[src/rtl/cpu_mc_pkg.sv]
// ---------------------------------------------------------------------------
// cpu_mc_pkg
// Shared definitions for the multicycle 4-register core: instruction byte
// layout, opcode values, FSM state encoding and a couple of decode helpers.
// No ports; imported by cpu_core_mc and regfile_n.
// ---------------------------------------------------------------------------
package cpu_mc_pkg;

    // Every instruction byte (first or second) is one memory word wide
    localparam int INSTR_W = 8;

    // Field positions inside the first instruction byte
    localparam int OPC_MSB = 7;
    localparam int OPC_LSB = 5;
    localparam int SUB_BIT = 4;
    localparam int RD_MSB  = 3;
    localparam int RD_LSB  = 2;
    localparam int RS_MSB  = 1;
    localparam int RS_LSB  = 0;

    // Opcodes
    localparam logic [2:0] OP_ADD = 3'b000;
    localparam logic [2:0] OP_SUB = 3'b001;
    localparam logic [2:0] OP_AND = 3'b010;
    localparam logic [2:0] OP_OR  = 3'b011;
    localparam logic [2:0] OP_XOR = 3'b100;
    localparam logic [2:0] OP_LDI = 3'b101;
    localparam logic [2:0] OP_JZ  = 3'b110;
    localparam logic [2:0] OP_JMP = 3'b111;   // sub=1 turns this into HALT

    // FSM state encoding
    localparam logic [2:0] ST_FETCH  = 3'd0;
    localparam logic [2:0] ST_DECODE = 3'd1;
    localparam logic [2:0] ST_FETCH2 = 3'd2;
    localparam logic [2:0] ST_EXEC   = 3'd3;
    localparam logic [2:0] ST_HALT   = 3'd4;

    // ALU operations occupy the low five opcodes
    function automatic logic isAluOp(input logic [2:0] opc);
        return (opc <= OP_XOR);
    endfunction

    // LDI, JZ and JMP carry a second byte
    function automatic logic isTwoByte(input logic [2:0] opc);
        return (opc >= OP_LDI);
    endfunction

endpackage

[src/rtl/regfile_n.sv]
// ---------------------------------------------------------------------------
// regfile_n
// Four-entry register file, DATA_W bits per entry. One synchronous write
// port, two asynchronous read ports, synchronous clear on reset.
// Ports:
//   clk, reset          clock / synchronous active-high reset
//   i_we, i_waddr,
//   i_wdata             write port
//   i_raddrA, o_rdataA  read port A (combinational)
//   i_raddrB, o_rdataB  read port B (combinational)
// ---------------------------------------------------------------------------
module regfile_n
    import cpu_mc_pkg::*;
#(
    parameter int DATA_W = 4
) (
    input  logic              clk,
    input  logic              reset,
    input  logic              i_we,
    input  logic [1:0]        i_waddr,
    input  logic [DATA_W-1:0] i_wdata,
    input  logic [1:0]        i_raddrA,
    output logic [DATA_W-1:0] o_rdataA,
    input  logic [1:0]        i_raddrB,
    output logic [DATA_W-1:0] o_rdataB
);

    logic [DATA_W-1:0] r_regs [4];

    // Storage: cleared together on reset, otherwise one write per cycle
    always_ff @(posedge clk) begin
        if (reset) begin
            for (int i = 0; i < 4; i++) begin
                r_regs[i] <= '0;
            end
        end else if (i_we) begin
            r_regs[i_waddr] <= i_wdata;
        end
    end

    // Reads are asynchronous so EXEC sees the value written by any
    // earlier instruction without an extra cycle
    assign o_rdataA = r_regs[i_raddrA];
    assign o_rdataB = r_regs[i_raddrB];

endmodule

[src/rtl/cpu_core_mc.sv]
// ---------------------------------------------------------------------------
// cpu_core_mc
// Multicycle 4-register core: FETCH -> DECODE -> (FETCH2) -> EXEC with a
// one-byte ALU format, two-byte LDI/JZ/JMP, zero flag and absorbing HALT.
// Ports:
//   clk, reset      clock / synchronous active-high reset
//   stall           freezes all architectural state while high
//   imem_addr       instruction address (equals pc)
//   imem_rdata      instruction byte at imem_addr, same cycle
//   pc              program counter
//   zero            zero flag of the last ALU result
//   halted          high while in HALT
//   dbg_we/_waddr/_wdata  registered trace of each register write
// ---------------------------------------------------------------------------
module cpu_core_mc
    import cpu_mc_pkg::*;
#(
    parameter int DATA_W = 4,
    parameter int ADDR_W = 8
) (
    input  logic               clk,
    input  logic               reset,
    input  logic               stall,
    output logic [ADDR_W-1:0]  imem_addr,
    input  logic [INSTR_W-1:0] imem_rdata,
    output logic [ADDR_W-1:0]  pc,
    output logic               zero,
    output logic               halted,
    output logic               dbg_we,
    output logic [1:0]         dbg_waddr,
    output logic [DATA_W-1:0]  dbg_wdata
);

    logic [2:0]         r_state;
    logic [ADDR_W-1:0]  r_pc;
    logic [INSTR_W-1:0] r_ir;
    logic [INSTR_W-1:0] r_operand;
    logic               r_zero;
    logic               r_dbgWe;
    logic [1:0]         r_dbgWaddr;
    logic [DATA_W-1:0]  r_dbgWdata;

    logic [2:0]         w_opc;
    logic               w_sub;
    logic [1:0]         w_rd;
    logic [1:0]         w_rs;
    logic [DATA_W-1:0]  w_rdVal;
    logic [DATA_W-1:0]  w_rsVal;
    logic [DATA_W-1:0]  w_aluRes;
    logic [DATA_W-1:0]  w_wdata;
    logic               w_isWrite;
    logic               w_regWe;
    logic [ADDR_W-1:0]  w_pcNext;

    assign w_opc = r_ir[OPC_MSB:OPC_LSB];
    assign w_sub = r_ir[SUB_BIT];
    assign w_rd  = r_ir[RD_MSB:RD_LSB];
    assign w_rs  = r_ir[RS_MSB:RS_LSB];

    // Natural ADDR_W-bit wrap covers the second-byte fetch at the top too
    assign w_pcNext = r_pc + ADDR_W'(1);

    regfile_n #(
        .DATA_W (DATA_W)
    ) u_regfile (
        .clk      (clk),
        .reset    (reset),
        .i_we     (w_regWe),
        .i_waddr  (w_rd),
        .i_wdata  (w_wdata),
        .i_raddrA (w_rd),
        .o_rdataA (w_rdVal),
        .i_raddrB (w_rs),
        .o_rdataB (w_rsVal)
    );

    // ALU: results are naturally truncated to DATA_W bits
    always_comb begin
        w_aluRes = '0;
        case (w_opc)
            OP_ADD:  w_aluRes = w_rdVal + w_rsVal;
            OP_SUB:  w_aluRes = w_rdVal - w_rsVal;
            OP_AND:  w_aluRes = w_rdVal & w_rsVal;
            OP_OR:   w_aluRes = w_rdVal | w_rsVal;
            OP_XOR:  w_aluRes = w_rdVal ^ w_rsVal;
            default: w_aluRes = '0;
        endcase
    end

    // Register write happens only on a non-stalled EXEC of an ALU op or LDI
    assign w_isWrite = isAluOp(w_opc) || (w_opc == OP_LDI);
    assign w_regWe   = (r_state == ST_EXEC) && !stall && !reset && w_isWrite;
    assign w_wdata   = (w_opc == OP_LDI) ? r_operand[DATA_W-1:0] : w_aluRes;

    // Main FSM; the trace pulse is cleared every non-reset cycle so a
    // stalled EXEC never produces or stretches it
    always_ff @(posedge clk) begin
        if (reset) begin
            r_state    <= ST_FETCH;
            r_pc       <= '0;
            r_ir       <= '0;
            r_operand  <= '0;
            r_zero     <= 1'b0;
            r_dbgWe    <= 1'b0;
            r_dbgWaddr <= '0;
            r_dbgWdata <= '0;
        end else begin
            r_dbgWe <= 1'b0;
            if (!stall) begin
                case (r_state)
                    ST_FETCH: begin
                        r_ir    <= imem_rdata;
                        r_pc    <= w_pcNext;
                        r_state <= ST_DECODE;
                    end
                    ST_DECODE: begin
                        if ((w_opc == OP_JMP) && w_sub) begin
                            r_state <= ST_HALT;
                        end else if (isTwoByte(w_opc)) begin
                            r_state <= ST_FETCH2;
                        end else begin
                            r_state <= ST_EXEC;
                        end
                    end
                    ST_FETCH2: begin
                        r_operand <= imem_rdata;
                        r_pc      <= w_pcNext;
                        r_state   <= ST_EXEC;
                    end
                    ST_EXEC: begin
                        if (w_isWrite) begin
                            r_dbgWe    <= 1'b1;
                            r_dbgWaddr <= w_rd;
                            r_dbgWdata <= w_wdata;
                        end
                        if (isAluOp(w_opc)) begin
                            r_zero <= (w_aluRes == '0);
                        end
                        if ((w_opc == OP_JMP) || ((w_opc == OP_JZ) && r_zero)) begin
                            r_pc <= r_operand[ADDR_W-1:0];
                        end
                        r_state <= ST_FETCH;
                    end
                    ST_HALT: begin
                        r_state <= ST_HALT;
                    end
                    default: begin
                        r_state <= ST_FETCH;
                    end
                endcase
            end
        end
    end

    assign imem_addr = r_pc;
    assign pc        = r_pc;
    assign zero      = r_zero;
    assign halted    = (r_state == ST_HALT);
    assign dbg_we    = r_dbgWe;
    assign dbg_waddr = r_dbgWaddr;
    assign dbg_wdata = r_dbgWdata;

endmodule

[config.mk]
export PLATFORM = sky130hd
export DESIGN_NAME = cpu_core_mc
export DESIGN_NICKNAME = d
export VERILOG_FILES = /design/src/rtl/cpu_mc_pkg.sv /design/src/rtl/regfile_n.sv /design/src/rtl/cpu_core_mc.sv
export SDC_FILE = /design/constraint.sdc
export NUM_CORES = 1
export LEC_CHECK = 0
export CORE_ASPECT_RATIO = 0.7
export CORE_MARGIN = 10
export CORE_UTILIZATION = 56
export CTS_CLUSTER_DIAMETER = 120
export DETAILED_ROUTE_END_ITERATION = 6
export MAX_ROUTING_LAYER = met4
export PLACE_DENSITY_LB_ADDON = 0.2
export REMOVE_ABC_BUFFERS = 1
export SLEW_MARGIN = 5
export SYNTH_ARGS = -nofsm -noshare
export SYNTH_HDL_FRONTEND = slang
export SYNTH_SLANG_ARGS = --single-unit
[constraint.sdc]
create_clock -name clk -period 3.7 [get_ports clk]
set_input_delay 0.925 -clock clk [delete_from_list [all_inputs] [get_ports clk]]
set_output_delay 0.925 -clock clk [all_outputs]
set_load 0.02 [all_outputs]
; ---- Yosys cells after proc, flatten, opt, wreduce, memory -nomap -nowiden
; Memories as Yosys holds them, arrays and structs flattened. A register that Yosys moved wholly into a read port is not among the register bits.
; Cells that the tools add are included.
[word_totals]
register_bits = 35
mem_bits_rw = 16
input_bits = 11
output_inout_bits = 25
wordCells = 72
n_memories = 1
[mem_list]
columns = memory, depth, word_bits, rd, rd_ports_with_merged_regs, write_ports, line
row1 = u_regfile.r_regs, 4, 4, 2, 2, 4, regfile_n.sv:28  ; logic [DATA_W-1:0] r_regs [4];
[op_classes]
addsub = 3
n_lt_le_gt_ge = 2
eq_ne = 12
mux = 20
bitwise = 5
n_reduce_logical = 21
[op_table]
columns = operator, n
row1 = $pmux 4 s5, 1
row2 = $pmux 8 s2, 1
row3 = $eq 3x3->1 const B, 5
row4 = $eq 3x2->1 const B, 4
row5 = $pmux 3 s4, 1
row6 = $mux 2, 5
row7 = $reduce_and 3->1, 3
row8 = $add 8x1->8 const B, 1
row9 = $mux 1, 8
row10 = $mux 4, 2
row11 = $mux 8, 1
row12 = $eq 3x1->1 const B, 2
row13 = $logic_not 3->1, 2
row14 = $logic_and 1x1->1, 5
row15 = $add 4x4->4, 1
row16 = $and 4x4->4, 1
row17 = $logic_not 4->1, 1
row18 = $or 4x4->4, 1
row19 = $reduce_and 2->1, 2
row20 = $reduce_or 4->1, 1
row21 = $sub 4x4->4, 1
row22 = $xor 4x4->4, 1
row23 = $ge 3x3->1 const B, 1
row24 = $le 3x3->1 const B, 1
row25 = other kinds (8), 11

; ---- Logic depth before layout (Yosys ltp)
; Gate-level depths: netlist of run 1.
[logic_depth]
ltp_word = 9
depth_mapped = 12
depth_no_buf = 12

; ---- Modules after synthesis
; From an unflattened synthesis of run 1, not the netlist that was laid out.
[hier_totals]
cells_unflattened = 319
area_unflattened_um2 = 3050.4
[by_module_without_submodules]
columns = module, n_inst, cells_each, area_each_um2, seq_area_each_um2
row1 = cpu_core_mc, 1, 269, 2170.8, 700.7
row2 = regfile_n, 1, 50, 879.6, 480.5

; ---- Least setup slack after synthesis of run 1
; Ideal clock, no wire load.
[synth_timing]
path_kind = register to register
start = register with a tool-made name
end = register r_zero (netlist: zero)
setup_time_ns = 0.060
arrival_time_ns = 3.019
required_ns = 3.640
path_slack_ns = 0.620
path_stages_with_launch = 12
n_path_buf = 0
period_less_slack_ns = 3.080
path_cell_list = dfxtp_1 > mux4_1 > inv_1 > ha_1 > nand2_1 > o21ai_0 > fa_1 > xor2_1 > nor3_1 > or4_1 > nor4_1 > a32o_1
[synth_rtl]
columns = element, line
row1 = to (signal assigned), cpu_core_mc.sv:137  ; r_zero <= (w_aluRes == '0);
row2 = to (decl), cpu_core_mc.sv:38  ; logic r_zero;

==> flow_summary.ini, run 1 <==
[floorplanning]
ioPinCount = 36
core_area_um2 = 5202
dieWidth_um = 107.3
num_rows = 22
die_h_um = 81.08
start_util_pct = 57.36
dieArea_um2 = 8695

[place]
dp_hpwl_um = 5455
io_buffers = 35
dp_cells = 416
place.gp.congestion = 0.8691

[global_route]
track_usage_pct = 16.91
grt_pass1_wl_um = 11490
antenna_found_initial = 0
grt_max_degree = 23
grt_pass1_vias = 2259
gr-total-overflow = 0

[timing]
worst_pin_slew_ns = 0.7285
final_max_slew_viol_count = 0
slew-limit-headroom_pct = 51.07
fin_crit_ns = 3.471
setup_viol = 0
hold_viol = 0
rsz0062_at_grt = false
post-route-period-util_pct = 93.81
clock-skew-final_ns = 0.009408
max_freq_mhz = 288.1
fin_setup_tns_ns = 0

[power_and_ir_drop]
cellPowerDensity_nw_per_um2 = 379.7
ir_drop_mv = 0.2337
clockPowerShare_pct = 27.0
swShare_pct = 30.89
p_seq_share_pct = 50.8
power_w = 0.001308
cell_internal_pwr_w = 0.0009036
p_sw_w = 0.0004040
power_leakage_nw = 1.280
power_frac_comb_pct = 22.2

[detailed_routing]
antenna_left = 0
viasPerCell = 5.802
drc_errors = 0
routedWlPerCell_um = 16.66
firstDrtPassIters = 5
dr_total_vias = 2460
wl_um = 7064
drt_iter0_drc = 179

[synthesis]
ys_seq_elements = 55
synth_edf_count = 16
yosysWarnings = 0
ys_seq_area_share_pct = 42.26
synth_top_cells_by_area = dfxtp_1 (26%), edfxtp_1 (16%), nand2_1 (6.0%)
syn_area_um2 = 2984
synth_cell_types = 51
synth_top_area_share_pct = 26.16
syn_area_per_cell_um2 = 9.126
ys.flop_type = dfxtp_1
yosysTopAreaCell = dfxtp_1
postSynth.asyncResetShare_pct = 0
synth_cells = 327

[critical_path]
slowest_stage = mux4_1
critPathCaptureType = register
worst-path-buf-inv = 1
arrival_ns = 3.73
regToRegEndpoint = zero$_SDFFE_PP0P_
cp_data_required_time_ns = 3.96
worstSetupPathType = register to register
critical_path.top_delay_family = simple AND/OR/NAND/NOR gates
critPathMaxStageDelay_ns = 0.69
rrSetupSlack_ns = 0.23
reg2reg_depth = 11
path_max_fanout = 5
path_cells = mux4_1, inv_1, ha_1, nand2_1, o21ai_0, fa_1, xor2_1, nor3_1, or4_1, nor4_1, a32o_1
start_kind = register

[clocking]
cts.htree.levels = 2
cts.clk_slew.worst_paths_ns = 0.11
cts_setup_buffers = 0
clockBufferDepth = 2
cts_repair_resize_count = 0
cts.sinks = 55
clkLatencyLatePin_ns = 0.31
cts_root_buf = clkbuf_8
cts_tree = done
ctsHoldBuffers = 0
numCtsBuffers = 5

[worst_hold_path]
hold_depth = 2
whs_endpoint = r_operand[4]$_SDFFE_PP0P_
hold_path.class = register to register
hp-start = r_operand[4]$_SDFFE_PP0P_

[layout]
area_growth_pct = 15.39
stdcell_count = 424
nFillCells = 446
nets = 376
drive_above_1_share_pct = 7.955
layout_common_cells = nand2_1 (48), nor2_1 (45), dfxtp_1 (39)
layout_commonest_cell = nand2_1
diodes = 0

[job]
drv_cap = 0

[status]
status = finished, final reports clean
power by group through the flow:
stage	Clock [W]	Sequential [W]	Combinational, W
after global placement	0	0.000676	0.000282
after detailed placement	0	0.000678	0.000289
after global routing	0.000383	0.000668	0.000318
after floorplan	0	0.000683	0.000184
final	0.000353	0.000664	0.000291
after CTS	0.000356	0.000664	0.000291
per-layer routing:
layer / share of wire (%) / track usage, %
met4: 0.76 / 3.774
met2: 43 / 23.30
met5: 0 / -
met3: 7.6 / 3.399
met1: 49 / 24.64
sequential cells by signal, indices dropped and copies added, names as in the netlist, named ones only:
signal / flops
zero: 1
r_state: 3
dbg_we: 1
imem_addr: 8
r_operand: 8
dbg_wdata: 4
r_ir: 8
u_regfile.r_regs: 16
dbg_waddr: 2
per-stage QoR:
stage          cell area (µm²)  utilization (%)  setup WS, ns  hold slack [ns]
3_3_place_gp              3346            64.31        0.3824           0.4492
5_1_grt                   3443            66.19       0.03567           0.4872
6_report                  3443            66.19        0.2291           0.4678
4_1_cts                   3443            66.19        0.2478           0.4657
2_1_floorplan             2853                -        0.6196           0.4271
3_5_place_dp              3346            64.31        0.2741           0.4506
worst reg2reg max path, cell delays in order (launching register included):
cell     delay (ns)
dfxtp_1        0.49
mux4_1         0.69
inv_1          0.14
ha_1           0.24
nand2_1        0.06
o21ai_0        0.13
fa_1           0.43
xor2_1         0.28
nor3_1         0.08
or4_1          0.46
nor4_1         0.26
a32o_1         0.17
cell usage after synthesis (4+ instances only):
master,instances
buf_1,4
a211oi_1,6
ha_1,13
buf_4,9
inv_1,15
clkbuf_1,9
o21ai_0,17
nand3_1,9
a21oi_1,28
mux4_1,4
nor2_1,45
dfxtp_1,39
nand2_1,48
mux2i_1,10
edfxtp_1,16
final cells by class:
cell class / count / area (µm²) / share of cell area (%)
multi-input cells: 232 / 1535 / 44.59
clock buffers: 5 / 68.82 / 1.999
flip-flops and latches: 55 / 1261 / 36.63
well taps: 72 / 90.09 / 2.616
clock inverters: 3 / 28.78 / 0.8358
inverters: 15 / 56.30 / 1.635
repair buffers: 42 / 402.9 / 11.70
worst max-delay path by stage:
stage	to	start	depth (start not counted)
2_1_floorplan	zero$_SDFFE_PP0P_	register	11
3_3_place_gp	zero$_SDFFE_PP0P_	register	11
3_5_place_dp	zero$_SDFFE_PP0P_	register	11
4_1_cts	zero$_SDFFE_PP0P_	register	11
5_1_grt	u_regfile.r_regs[0][2]$_SDFFCE_PN0P_	register	12
6_report	zero$_SDFFE_PP0P_	register	11
kinds of logic after synthesis:
family	synth area share, %
flops	42.26
xor+xnor	1.384
fa+ha+maj	6.122
compound gates	14.13
buf+inv	6.289
mux	10.40
simple gates	19.41
Power figures use the tool's default switching activity.
==> inputs of run 2 (changes only) <==
- CORE_MARGIN: 10 -> unset
- SLEW_MARGIN: 5 -> 25
==> run 2 against run 1 <==
Net effect: highest routed layer unchanged; clock skew hardly changed; clock power grew 15%; utilization is 3.5 points higher; sequential power barely moved; combinational power barely moved; total power rose by 3.8%.
==> flow_summary.ini, run 2 (same netlist as run 1, synthesis figures left out) <==
[clocking]
cts.clk_slew.worst_paths_ns = 0.10
clockBufferDepth = 2
cts_repair_resize_count = 0
cts_tree = done
cts_root_buf = clkbuf_8
ctsHoldBuffers = 0
cts_setup_buffers = 0
numCtsBuffers = 5
clkLatencyLatePin_ns = 0.31
cts.sinks = 55
cts.htree.levels = 2

[floorplanning]
die_h_um = 63.08
ioPinCount = 36
num_rows = 21
dieWidth_um = 89.25
start_util_pct = 60.41
core_area_um2 = 4940
dieArea_um2 = 5629

[critical_path]
regToRegEndpoint = zero$_SDFFE_PP0P_
rrSetupSlack_ns = 0.22
arrival_ns = 3.73
reg2reg_depth = 11
critPathCaptureType = register
start_kind = register
path_max_fanout = 5
worst-path-buf-inv = 1
critPathMaxStageDelay_ns = 0.69
slowest_stage = mux4_1
cp_data_required_time_ns = 3.95
path_cells = mux4_1, inv_1, ha_1, nand2_1, o21ai_0, fa_1, xor2_1, nor3_1, or4_1, nor4_1, a32o_1
worstSetupPathType = register to register
critical_path.top_delay_family = simple AND/OR/NAND/NOR gates

[timing]
rsz0062_at_grt = false
fin_crit_ns = 3.477
worst_pin_slew_ns = 0.7132
final_max_slew_viol_count = 0
hold_viol = 0
max_freq_mhz = 287.6
post-route-period-util_pct = 93.97
setup_viol = 0
fin_setup_tns_ns = 0
clock-skew-final_ns = 0.009230
hold_ws_ns = 0.4627
slew-limit-headroom_pct = 52.09

[layout]
area_growth_pct = 15.35
nFillCells = 398
stdcell_count = 419
multi_input_area_um2 = 1535
largest_reg_flops = 16
diodes = 0
drive_above_1_share_pct = 7.429
largest_register = u_regfile.r_regs
regArea_um2 = 1261
layout_commonest_cell = nand2_1
layout_common_cells = nand2_1 (48), nor2_1 (45), dfxtp_1 (39)
nets = 374

[worst_hold_path]
hold_depth = 2
hp-start = r_operand[5]$_SDFFE_PP0P_
whs_endpoint = r_operand[5]$_SDFFE_PP0P_
hold_path.class = register to register

[power_and_ir_drop]
power_frac_comb_pct = 21.2
cell_internal_pwr_w = 0.0009659
power_leakage_nw = 1.275
ir_drop_mv = 0.2344
p_seq_share_pct = 48.9
cellPowerDensity_nw_per_um2 = 394.3
clockPowerShare_pct = 29.9
swShare_pct = 28.84
p_sw_w = 0.0003914

[detailed_routing]
wl_um = 6657
drc_errors = 0
viasPerCell = 5.656
drt_iter0_drc = 194
firstDrtPassIters = 4
dr_total_vias = 2370
antenna_left = 0
routedWlPerCell_um = 15.89

[global_route]
grt_pass1_wl_um = 10980
antenna_found_initial = 0
gr-total-overflow = 0
track_usage_pct = 26.46
grt_pass1_vias = 2244
grt_max_degree = 35

[place]
place.gp.congestion = 0.8432
io_buffers = 35
dp_cells = 411
dp_hpwl_um = 5020

[job]
drv_cap = 0

[status]
status = finished, final reports clean
-- run 2: worst max-delay path by stage --
stage	startpoint	to	slack, ns	depth (start not counted)
final	register	zero$_SDFFE_PP0P_	0.22	11
after global routing	register	zero$_SDFFE_PP0P_	0.001	11
after CTS	register	zero$_SDFFE_PP0P_	0.26	11
after detailed placement	register	zero$_SDFFE_PP0P_	0.28	11
after global placement	register	zero$_SDFFE_PP0P_	0.36	11
after floorplan	register	zero$_SDFFE_PP0P_	0.62	11
-- run 2: routing by layer --
layer	routed length, µm	vias to the layer above	GRT usage (%)
li1	-	1178	-
met5	0	-	-
met2	2835	68	36.55
met3	332	2	3.932
met4	21	0	4.365
met1	3467	1122	41.55
-- run 2: power groups by stage --
stage	Sequential, W	Clock, W	Combinational [W]
2_1_floorplan	0.000683	0	0.000184
3_3_place_gp	0.000676	0	0.000277
3_5_place_dp	0.000677	0	0.000287
4_1_cts	0.000663	0.000408	0.000289
5_1_grt	0.000668	0.000434	0.000321
6_report	0.000664	0.000405	0.000288
-- run 2: tightest hold or removal path, cell delays in order (launching register included) --
cell and delay, ns:
dfxtp_1 0.32, nand2_1 0.05, a21oi_1 0.05
-- run 2: area by class of cell --
class / count / share of cell area (%)
multi-input cells: 232 / 44.60
clock inverters: 3 / 1.345
clock buffers: 5 / 1.999
inverters: 15 / 1.636
well taps: 69 / 2.508
flip-flops and latches: 55 / 36.64
repair buffers: 40 / 11.27
-- run 2: metrics by stage --
| stage | utilization, % | cell area (µm²) | power (W) | setup slack (ns) |
|---|---|---|---|---|
| after floorplan | - | 2853 | 0.0008668 | 0.6196 |
| final | 69.68 | 3442 | 0.001357 | 0.2233 |
| after detailed placement | 67.35 | 3327 | 0.0009639 | 0.2849 |
| after global routing | 69.68 | 3442 | 0.001422 | 0.001202 |
| after global placement | 67.35 | 3327 | 0.0009531 | 0.3649 |
| after CTS | 69.68 | 3442 | 0.001360 | 0.2566 |
==> variant, RTL diff (settings of run 1) <==
`DATA_W` is set to 4 in 2 places; all go to 3.
--- a/src/rtl/regfile_n.sv
+++ b/src/rtl/regfile_n.sv
@@ -14,3 +14,3 @@
 #(
-    parameter int DATA_W = 4
+    parameter int DATA_W = 3
 ) (
--- a/src/rtl/cpu_core_mc.sv
+++ b/src/rtl/cpu_core_mc.sv
@@ -17,3 +17,3 @@
 #(
-    parameter int DATA_W = 4,
+    parameter int DATA_W = 3,
     parameter int ADDR_W = 8
Ports: changed (resized dbg_wdata); port bits go from 36 to 35. No check against the original RTL was run, so the function may have changed too.
==> variant against run 1 <==
Clock power decreased by 10%; cell count decreased by 13%; critical path depth decreased by 2; area after synthesis decreased by 12%; sequential cell count decreased by 5; global-route usage decreased by 0.66 points; worst setup slack improved by 0.24 ns; routed wire length decreased by 15%; non-clock buffer count decreased by 5; cell area decreased by 12%; sequential power decreased by 9.3%; largest cell class unchanged; maximum frequency increased by 7.4%; total power decreased by 15%.
==> variant: results (changes against run 1) <==
status finished, final reports clean; Critical-path top delay cell a211oi_1; cell count after synthesis 291 (-11%); Netlist cell types 43 (-16%); Post-synth EDFFs 12 (-4); DP Area 2930 um2 (-13%); Worst Clk Skew 0.00566 ns (-0.00375 ns); n_diodes 0 (unchanged); Worst path top cell family by delay multiplexers; Worst Path Arrival 3.26 ns (-0.47 ns); cts bufs inserted 5 (unchanged); met3 routed WL 398 um (-26%); number of vias per cell 5.75 (-0.95%); post-synthesis sequential area ratio 0.429 (+0.00627); fillers 359 (-20%); iteration-0 DRC count of the detailed router 160 (-11%); Final HPWL DP 4590 um (-16%); met2 Use GR 0.207 (-0.0256); layout cell share with drive strength beyond 1 0.0513 (-0.0283); metal2 WL 2460 um (-18%); DRT Pass-1 Iters 4 (-1); Largest register FFs 12 (-4); Peak VDD IR 0.000211 V (-9.6%); Worst Max-Slew Pin Slew 0.722 ns (-0.00676 ns); vias in the first global route 1956 (-13%); final WL 6000 um (-15%); Reg clk slew, reported paths 0.09 ns (-0.02 ns); met1 WL 3100 um (-11%); Final #Nets 332 (-12%); met1 usage 0.244 (-0.00293); pin count of the biggest net entering global routing 32 (+39%); Port Buf Inserts 34 (-2.9%); synth cell count leaders nand2_1, nor2_1, dfxtp_1, a21oi_1, o21ai_0; Multi-input gate area 1330 um2 (-13%)
## variant: changes by cell type after synthesis, sizes merged, moves of 4 or more
| cell | before | now |
|---|---|---|
| buf | 16 | 12 |
| inv | 15 | 11 |
| edfxtp | 16 | 12 |
| nor2 | 46 | 39 |
| ha | 13 | 9 |
| nand2 | 48 | 43 |
| o21ai | 19 | 15 |
| nand3 | 9 | 5 |
## variant: per-stage QoR
stage,worst slack (ns),total power [mW],instances
2_1_floorplan,0.880,0.740,267
3_3_place_gp,0.629,0.809,359
3_5_place_dp,0.496,0.813,359
4_1_cts,0.467,1.13,367
5_1_grt,0.298,1.18,367
6_report,0.469,1.12,367
## variant: report_power, final
group          switching [mW]  internal (mW)
Combinational           0.111         0.0887
Sequential             0.0248          0.578
Clock                   0.182          0.133
Total                   0.318          0.799
## variant: area by class of cell
cell class              count  area share
clock inverters             3     0.00664
multi-input cells         206       0.442
repair buffers             37       0.120
clock buffers               5      0.0228
flip-flops and latches     50       0.372
inverters                  11      0.0137
well taps                  55      0.0228
## variant: kinds of logic after synthesis
group	synth area share
AOI/OAI and AO/OA	0.146
xor gates and xnor gates	0.0120
adders and majority gates	0.0507
buffers and inverters	0.0641
DFF	0.429
muxes	0.0895
and+or+nand+nor	0.209
## variant: path summary, 6_finish.rpt
path / from / to / slack (ns) / depth (start not counted)
setup / recovery: register / u_regfile.r_regs[1][1]$_SDFFCE_PN0P_ / 0.47 / 9
hold / removal: r_operand[3]$_SDFFE_PP0P_ / r_operand[3]$_SDFFE_PP0P_ / 0.46 / 2
setup reg to reg: register / u_regfile.r_regs[1][1]$_SDFFCE_PN0P_ / 0.47 / 9
hold reg to reg: r_operand[3]$_SDFFE_PP0P_ / r_operand[3]$_SDFFE_PP0P_ / 0.46 / 2
